<file path="config.mk">
export PLATFORM = sky130hd
export DESIGN_NAME = uart_alim_birimi
export DESIGN_NICKNAME = d
export VERILOG_FILES = /design/src/rtl/uart_alim_birimi_pkg.sv /design/src/rtl/uart_alim_birimi_senkronlayici.sv /design/src/rtl/uart_alim_birimi.sv
export SDC_FILE = /design/constraint.sdc
export NUM_CORES = 1
export LEC_CHECK = 0
export CORE_UTILIZATION = 29
export CTS_CLUSTER_DIAMETER = 120
export DETAILED_ROUTE_END_ITERATION = 12
export PLACE_DENSITY_LB_ADDON = 0.08
export REMOVE_ABC_BUFFERS = 1
export SYNTH_ARGS = -nofsm -noshare
export SYNTH_HDL_FRONTEND = slang
export SYNTH_HIERARCHICAL = 1
export SYNTH_SLANG_ARGS = --single-unit
</file>
<file path="constraint.sdc">
create_clock -name clk_i -period 3.5 [get_ports clk_i]
set_clock_uncertainty 0.2 [all_clocks]
set_input_delay 0.7 -clock clk_i [delete_from_list [all_inputs] [get_ports clk_i]]
set_output_delay 0.7 -clock clk_i [all_outputs]
set_load 0.02 [all_outputs]
</file>
<file path="src/rtl/uart_alim_birimi_pkg.sv">
// Shared constants for the UART receive path: FSM encodings, baud limit,
// and the 3-sample majority helper.
package uart_alim_birimi_pkg;

   localparam logic [1:0] UART_RX_BOSTA = 2'd0;
   localparam logic [1:0] UART_RX_BASLA = 2'd1;
   localparam logic [1:0] UART_RX_VERI  = 2'd2;
   localparam logic [1:0] UART_RX_DUR   = 2'd3;

   localparam logic [15:0] UART_MIN_BAUD_DIV = 16'd8;

   function automatic logic cogunluk(input logic a, input logic b, input logic c);
      return (a & b) | (a & c) | (b & c);
   endfunction

endpackage

</file>
<file path="src/rtl/uart_alim_birimi_senkronlayici.sv">
// Flip-flop synchroniser for an asynchronous input; resets to the idle-high
// level so a line held high never produces a spurious edge out of reset.
module senkronlayici #(
   parameter int SYNC_STAGES = 2
) (
   input  logic clk_i,
   input  logic rstn_i,
   input  logic d_i,
   output logic q_o
);

   logic [SYNC_STAGES-1:0] zincir_r;

   always_ff @(posedge clk_i or negedge rstn_i) begin
      if (!rstn_i) zincir_r <= '1;
      else         zincir_r <= {zincir_r[SYNC_STAGES-2:0], d_i};
   end

   assign q_o = zincir_r[SYNC_STAGES-1];

endmodule

</file>
<file path="src/rtl/uart_alim_birimi.sv">
// 8N1 serial receive engine: start qualification, 3-sample majority voting at
// bit centre, and a one-entry valid/ready holding register for the RX FIFO.
module uart_alim_birimi
   import uart_alim_birimi_pkg::*;
#(
   parameter int SYNC_STAGES = 2,
   parameter int DATA_BIT    = 8
) (
   input  logic                clk_i,
   input  logic                rstn_i,
   input  logic                rx_en_i,
   input  logic [15:0]         baud_div_i,
   input  logic                rx_i,
   output logic [DATA_BIT-1:0] veri_o,
   output logic                veri_gecerli_o,
   input  logic                veri_hazir_i,
   output logic                cerceve_hata_o,
   output logic                tasma_hata_o,
   output logic                mesgul_o
);

   localparam int BW = $clog2(DATA_BIT + 2);

   logic                rx_s, rx_d;
   logic [1:0]          durum_r;
   logic [15:0]         div_r, sayac, yari;
   logic [BW-1:0]       bit_r;
   logic                ornek0, ornek1;
   logic [DATA_BIT-1:0] kaydir_r;
   logic                sarma, karar, oy, baslangic, dur_karar;

   senkronlayici #(.SYNC_STAGES(SYNC_STAGES)) u_senk (
      .clk_i  (clk_i),
      .rstn_i (rstn_i),
      .d_i    (rx_i),
      .q_o    (rx_s)
   );

   assign yari      = div_r >> 1;
   assign sarma     = (sayac == div_r - 16'd1);
   assign karar     = (sayac == yari + 16'd1);
   // Third sample is the live line value, so the vote resolves at yari+1.
   assign oy        = cogunluk(ornek0, ornek1, rx_s);
   assign baslangic = rx_en_i && rx_d && !rx_s;
   assign dur_karar = (durum_r == UART_RX_DUR) && rx_en_i && karar;
   assign mesgul_o  = (durum_r != UART_RX_BOSTA);

   always_ff @(posedge clk_i or negedge rstn_i) begin
      if (!rstn_i) begin
         rx_d     <= 1'b1;
         durum_r  <= UART_RX_BOSTA;
         div_r    <= UART_MIN_BAUD_DIV;
         sayac    <= '0;
         bit_r    <= '0;
         ornek0   <= 1'b1;
         ornek1   <= 1'b1;
         kaydir_r <= '0;
      end else begin
         rx_d <= rx_s;
         if (durum_r == UART_RX_BOSTA) begin
            if (baslangic) begin
               div_r   <= baud_div_i;
               sayac   <= '0;
               bit_r   <= '0;
               durum_r <= UART_RX_BASLA;
            end
         end else if (!rx_en_i) begin
            durum_r <= UART_RX_BOSTA;
         end else begin
            sayac <= sarma ? 16'd0 : sayac + 16'd1;
            if (sarma) bit_r <= bit_r + BW'(1);
            if (sayac == yari - 16'd1) ornek0 <= rx_s;
            if (sayac == yari)         ornek1 <= rx_s;
            case (durum_r)
               UART_RX_BASLA: begin
                  if (karar && oy)  durum_r <= UART_RX_BOSTA;
                  else if (sarma)   durum_r <= UART_RX_VERI;
               end
               UART_RX_VERI: begin
                  if (karar) kaydir_r <= {oy, kaydir_r[DATA_BIT-1:1]};
                  if (sarma && bit_r == BW'(DATA_BIT)) durum_r <= UART_RX_DUR;
               end
               // Leave mid-stop-bit so a back-to-back start edge is not missed.
               UART_RX_DUR: if (karar) durum_r <= UART_RX_BOSTA;
               default:     durum_r <= UART_RX_BOSTA;
            endcase
         end
      end
   end

   // Acceptance and a new load on the same cycle keep valid high with the new byte.
   always_ff @(posedge clk_i or negedge rstn_i) begin
      if (!rstn_i) begin
         veri_o         <= '0;
         veri_gecerli_o <= 1'b0;
         cerceve_hata_o <= 1'b0;
         tasma_hata_o   <= 1'b0;
      end else begin
         cerceve_hata_o <= 1'b0;
         tasma_hata_o   <= 1'b0;
         if (veri_gecerli_o && veri_hazir_i) veri_gecerli_o <= 1'b0;
         if (dur_karar) begin
            if (!oy)
               cerceve_hata_o <= 1'b1;
            else if (veri_gecerli_o && !veri_hazir_i)
               tasma_hata_o <= 1'b1;
            else begin
               veri_o         <= kaydir_r;
               veri_gecerli_o <= 1'b1;
            end
         end
      end
   end

endmodule

</file>
# Word level (Yosys, flattened, before mapping)
# Cells that the tools add are included.
# Widths: inputs -> output; s select.
[totals]
reg_bits = 62
in_bits = 21
out_inout_bits = 12
elab_cells = 84
[classes]
addsub = 5
n_eq_ne = 12
muxes = 25
bitwise_logic = 7
n_reduce_logical = 22
[op_table]
columns = ["cell", "n"]
rows = [
  ["$mux 16", 4],
  ["$eq 16x16->1", 3],
  ["$add 15x1->16 const B", 1],
  ["$add 16x1->16 const B", 1],
  ["$eq 16x15->1", 1],
  ["$mux 4", 4],
  ["$sub 15x1->16 const B", 1],
  ["$sub 16x1->16 const B", 1],
  ["$mux 2", 7],
  ["$reduce_and 3->1", 4],
  ["$mux 1", 9],
  ["$logic_and 1x1->1", 8],
  ["$reduce_and 4->1", 2],
  ["$pmux 2 s3", 1],
  ["$reduce_bool 2->1", 3],
  ["$ne 5x5->1 const B", 1],
  ["$add 4x1->4 const B", 1],
  ["$eq 2x2->1 const B", 2],
  ["$eq 4x4->1 const B", 1],
  ["$ne 4x3->1 const B", 1],
  ["$ne 4x4->1 const B", 1],
  ["$reduce_and 2->1", 2],
  ["$and 1x1->1", 3],
  ["$eq 2x1->1 const B", 1],
  ["5 further kinds", 8],
]

# Logic depth before layout (Yosys ltp)
[depth]
ltp_word = 8
ltp_mapped = 12
depth_no_buf = 10

# By module
# Netlist, hierarchy kept.
[by_module_without_submodules]
columns = ["module", "instances", "cells_per_inst", "area_per_inst_um2", "seq_area_each_um2"]
rows = [
  ["uart_alim_birimi", 1, 482, 4408.0, 1506.4],
  ["senkronlayici", 1, 2, 52.6, 52.6],
]

# Worst setup path before layout
# Ideal clock, no wire load.
[synth_path]
path_type = "register to register"
from = "register div_r[1]"
to = "register bit_r[2]"
setup_time_ps = 119
arrival_time_ps = 2748
required_ps = 3181
slack_ps = 433
path_stages_with_launch = 12
n_path_buf = 1
synth_period_minus_slack_ps = 3067
path_cell_list = "dfrtp_1 -> clkbuf_1 -> inv_1 -> ha_1 -> nor4b_2 -> nand2_1 -> or4_4 -> a2111oi_4 -> a41o_4 -> nand4_1 -> xnor2_1 -> and2_1"
[synth_between]
elab_chain_cells = 4
[synth_lines]
columns = ["item", "line", "source"]
rows = [
  ["from (decl)", "uart_alim_birimi.sv:26", "logic [15:0] div_r, sayac, yari;"],
  ["from (signal assigned)", "uart_alim_birimi.sv:62", "div_r <= baud_div_i;"],
  ["$sub 16x1->16", "uart_alim_birimi.sv:40", "assign sarma = (sayac == div_r - 16'd1);"],
  ["$eq 16x16->1", "uart_alim_birimi.sv:40", ""],
  ["$reduce_bool 2->1 (no source line)", "--", ""],
  ["$reduce_and 3->1 (no source line)", "--", ""],
  ["to (signal assigned)", "uart_alim_birimi.sv:71", "if (sarma) bit_r <= bit_r + BW'(1);"],
  ["to (decl)", "uart_alim_birimi.sv:27", "logic [BW-1:0] bit_r;"],
]
# No other way between the ends.
# A chain may end at the register's enable or synchronous reset.

# Worst setup path after layout
[layout_path]
from = "register div_r[3]"
to = "register kaydir_r[2]"
[layout_between]
elab_chain_cells = 3
[layout_lines]
columns = ["item", "line", "source"]
rows = [
  ["$add 15x1->16", "uart_alim_birimi.sv:41", "assign karar = (sayac == yari + 16'd1);"],
  ["$eq 16x16->1", "uart_alim_birimi.sv:41", ""],
  ["$reduce_and 4->1 (no source line)", "--", ""],
  ["to (signal assigned)", "uart_alim_birimi.sv:80", "if (karar) kaydir_r <= {oy, kaydir_r[DATA_BIT-1:1]};"],
  ["to (decl)", "uart_alim_birimi.sv:29", "logic [DATA_BIT-1:0] kaydir_r;"],
]
# No other way between the ends.

==> flow_metrics.py <==
metrics = {
    "outcome": {
        "outcome": "finished clean",
    },
    "floorplanning": {
        "row_count": 44,
        "coreArea_mm2": 0.0148,
        "io_pins": 33,
        "die-height_um": 126,
        "die_w_um": 126,
        "start_util": 0.302,
        "die_area_mm2": 0.0159,
    },
    "routing": {
        "first_pass_iters": 5,
        "drt_wl_total_mm": 12.4,
        "wl_per_cell_um": 17.5,
        "drt_iter0_markers": 214,
        "vias": 3608,
        "postRouteAntennaNets": 0,
        "route.detailed.drc": 0,
        "via_per_inst": 5.10,
    },
    "pwr": {
        "switching_share": 0.413,
        "p_int_w": 0.00231,
        "leakage_nw": 2.23,
        "power.share.clock": 0.253,
        "p_switching_w": 0.00162,
        "power_density_mw_per_mm2": 723,
        "seq_power_share": 0.285,
        "pwr-share-comb": 0.462,
        "peakVddDrop_uv": 228,
    },
    "placed_design": {
        "place_hpwl_mm": 9.53,
        "place_congestion": 0.837,
        "port-buffer-count": 32,
        "place_ws_ps": 90.7,
    },
    "global_route": {
        "grt_max_degree": 37,
        "track_usage": 0.167,
        "antenna_found_initial": 0,
        "grt_pass1_wl_mm": 20.0,
        "grt_pass1_vias": 3639,
        "grt-ovfl-total": 0,
    },
    "timing": {
        "fmax_mhz": 306,
        "worst_pin_slew_ps": 742,
        "max_slew_margin": 0.506,
        "fin_crit_sh": 0.934,
        "slew_violations": 0,
        "finalHoldViolations": 0,
        "fin_crit_ps": 3270,
        "setup_viol": 0,
        "worst_slack_ps": 230,
        "hold_slack_ps": 156,
        "fin_setup_tns_ps": 0,
        "rsz0062_at_grt": "false",
    },
    "setup_path": {
        "cpMostUsedCell": "nand3_1",
        "crit_arrival_ps": 3290,
        "crit_chain": "nand3_1 > xor2_1 > a2111o_1 > nor4_2 > nand3_1 > nor3_2 > and3_2 > mux2_2",
        "path_class": "register to register",
        "critPathRequiredTime_ps": 3520,
        "end_kind": "register",
        "slowest_delay_ps": 710,
        "worstPathMaxFanout": 13,
        "startpoint_type": "register",
        "cp_slowest_cell": "dfstp_2",
    },
    "final_layout": {
        "n_antenna_cell": 0,
        "final_common_cell": "dfrtp_1",
        "area_growth_pct": 22.0,
        "drive_gt1_frac": 0.214,
        "final_util": 0.369,
        "final_cell_mix": "dfrtp_1 (55), nand2_1 (43), nor2_1 (35), xnor2_1 (35), mux2_2 (34)",
        "fin_nets": 550,
    },
    "clocking": {
        "cts_buffers": 9,
        "cts.htree.levels": 3,
        "cts.path.max_buffers": 2,
        "cts_root_buffer": "clkbuf_16",
        "cts_tree": "done",
        "clk_latency_ps": 340,
        "cts.sinks": 62,
        "hold_buffers": 0,
        "clk_pin_slew_ps": 60,
    },
    "yosys": {
        "synth_seq_area_share": 0.350,
        "synth_area_mm2": 0.00446,
        "synth_cell_type_count": 67,
        "synth.avg_cell_area_um2": 9.22,
        "synthFlopType": "dfrtp_1",
        "synth_edf_count": 0,
        "yosysTopAreaCell": "dfrtp_1",
        "ys_ff_latch": 62,
        "synth_area_leaders": "dfrtp_1 (31%), mux2_2 (8.6%), xnor2_1 (6.9%)",
        "synth.top_cell.area_share": 0.314,
        "netlist_instances": 484,
        "yosysWarnings": 6,
        "async_flop_share": 1.00,
    },
    "hold_path": {
        "hold_path_class": "register to register",
    },
    "job": {
        "drv_cap": 0,
    },
}
## per-layer routing
layer / track usage / up-vias / part of all wire
met4: 0.0510 / 0 / 0.011
met3: 0.0348 / 9 / 0.031
met2: 0.277 / 55 / 0.48
met5: 0 / - / 0
met1: 0.217 / 1767 / 0.48
li1: - / 1777 / -
## stage by stage
step / instance area (um2) / instances / total power (W)
after detailed placement: 5070 / 692 / 0.00291
after CTS: 5410 / 708 / 0.00393
after global routing: 5440 / 708 / 0.00420
final: 5440 / 708 / 0.00393
after global placement: 5070 / 692 / 0.00291
after floorplan: 4290 / 446 / 0.00225
## cell usage after synthesis, types with 2 or more instances
cell       count
and4_1         2
mux2_2        34
dfrtp_1       56
ha_1          10
buf_2         10
nand4_2        2
nand2b_1       9
dfstp_2        6
or3_1          5
a21oi_1       13
nor4_2         2
o21ai_1        3
nand3b_1       4
o21ai_0       13
nor2_1        35
o211ai_1       2
or4_1          6
nor3_1        14
nor3b_1        2
inv_1         14
and3_1         9
nand2_1       43
a2111o_1       2
o31ai_2        3
buf_4          2
xnor2_1       35
a32oi_1        3
clkbuf_1      24
nand4_1        9
nor2b_1        4
or2_2          4
a21o_1         2
mux2i_1        3
xor2_1        29
a2111oi_0      2
a211oi_1       5
a221oi_1       2
nor4b_1        2
nor4_1         8
and2_1         5
o2111ai_1      2
nand3_1       19
## power by group through the flow
stage	registers (W)	clock network, W	logic, W
6_report	0.00112	0.000995	0.00182
5_1_grt	0.00115	0.00106	0.00200
4_1_cts	0.00111	0.00102	0.00179
3_5_place_dp	0.00113	0	0.00178
3_3_place_gp	0.00113	0	0.00179
2_1_floorplan	0.00112	0	0.00113
## worst max-delay path, delay by kind of cell (launching register included)
| kind | cells | cell delay, ps |
|---|---|---|
| DFF | 1 | 710 |
| xor gates and xnor gates | 1 | 250 |
| and+or+nand+nor | 5 | 1250 |
| muxes | 1 | 350 |
| AOI/OAI and AO/OA | 1 | 380 |
## area by class of cell
cell class / count / area, um2
Sequential cell: 62 / 1560
Clock buffer: 11 / 253
Multi-Input combinational cell: 370 / 2710
Inverter: 14 / 52.6
Timing Repair Buffer: 62 / 553
Tap cell: 184 / 230
Clock inverter: 5 / 81.3
Fill cell: 1533 / 9310
## what timing repair did
item / CTS / global route
gates resized for setup: 0 / 8
buffers inserted: 0 / 0
endpoints found under the setup margin: 0 / 26
## cells by family after synthesis
family | synth area share
AOI/OAI and AO/OA | 0.116
xor gates and xnor gates | 0.126
adders and majority gates | 0.0303
buffers and inverters | 0.0502
DFF | 0.350
muxes | 0.0926
and+or+nand+nor | 0.236
## worst paths after layout
check | to | slack [ps] | depth (start not counted) | start
min | u_senk/zincir_r[1] | 160 | 0 | u_senk/zincir_r[0]
max in group asynchronous | ornek0 | 2160 | 2 | rstn_i
max | kaydir_r[2] | 230 | 8 | div_r[3]
max reg2reg | kaydir_r[2] | 230 | 8 | div_r[3]
min in group asynchronous | sayac[7] | 220 | 1 | rstn_i
min reg2reg | u_senk/zincir_r[1] | 160 | 0 | u_senk/zincir_r[0]
## flip-flops by register name, summed over array words and instances (netlist names)
| register | cells |
|---|---|
| bit_r | 4 |
| sayac | 16 |
| u_senk/zincir_r | 2 |
| tasma_hata_o | 1 |
| veri_o | 8 |
| ornek1 | 1 |
| kaydir_r | 8 |
| durum_r | 2 |
| veri_gecerli_o | 1 |
| ornek0 | 1 |
| rx_d | 1 |
| div_r | 16 |
| cerceve_hata_o | 1 |
(Power assumes the default switching activity.)
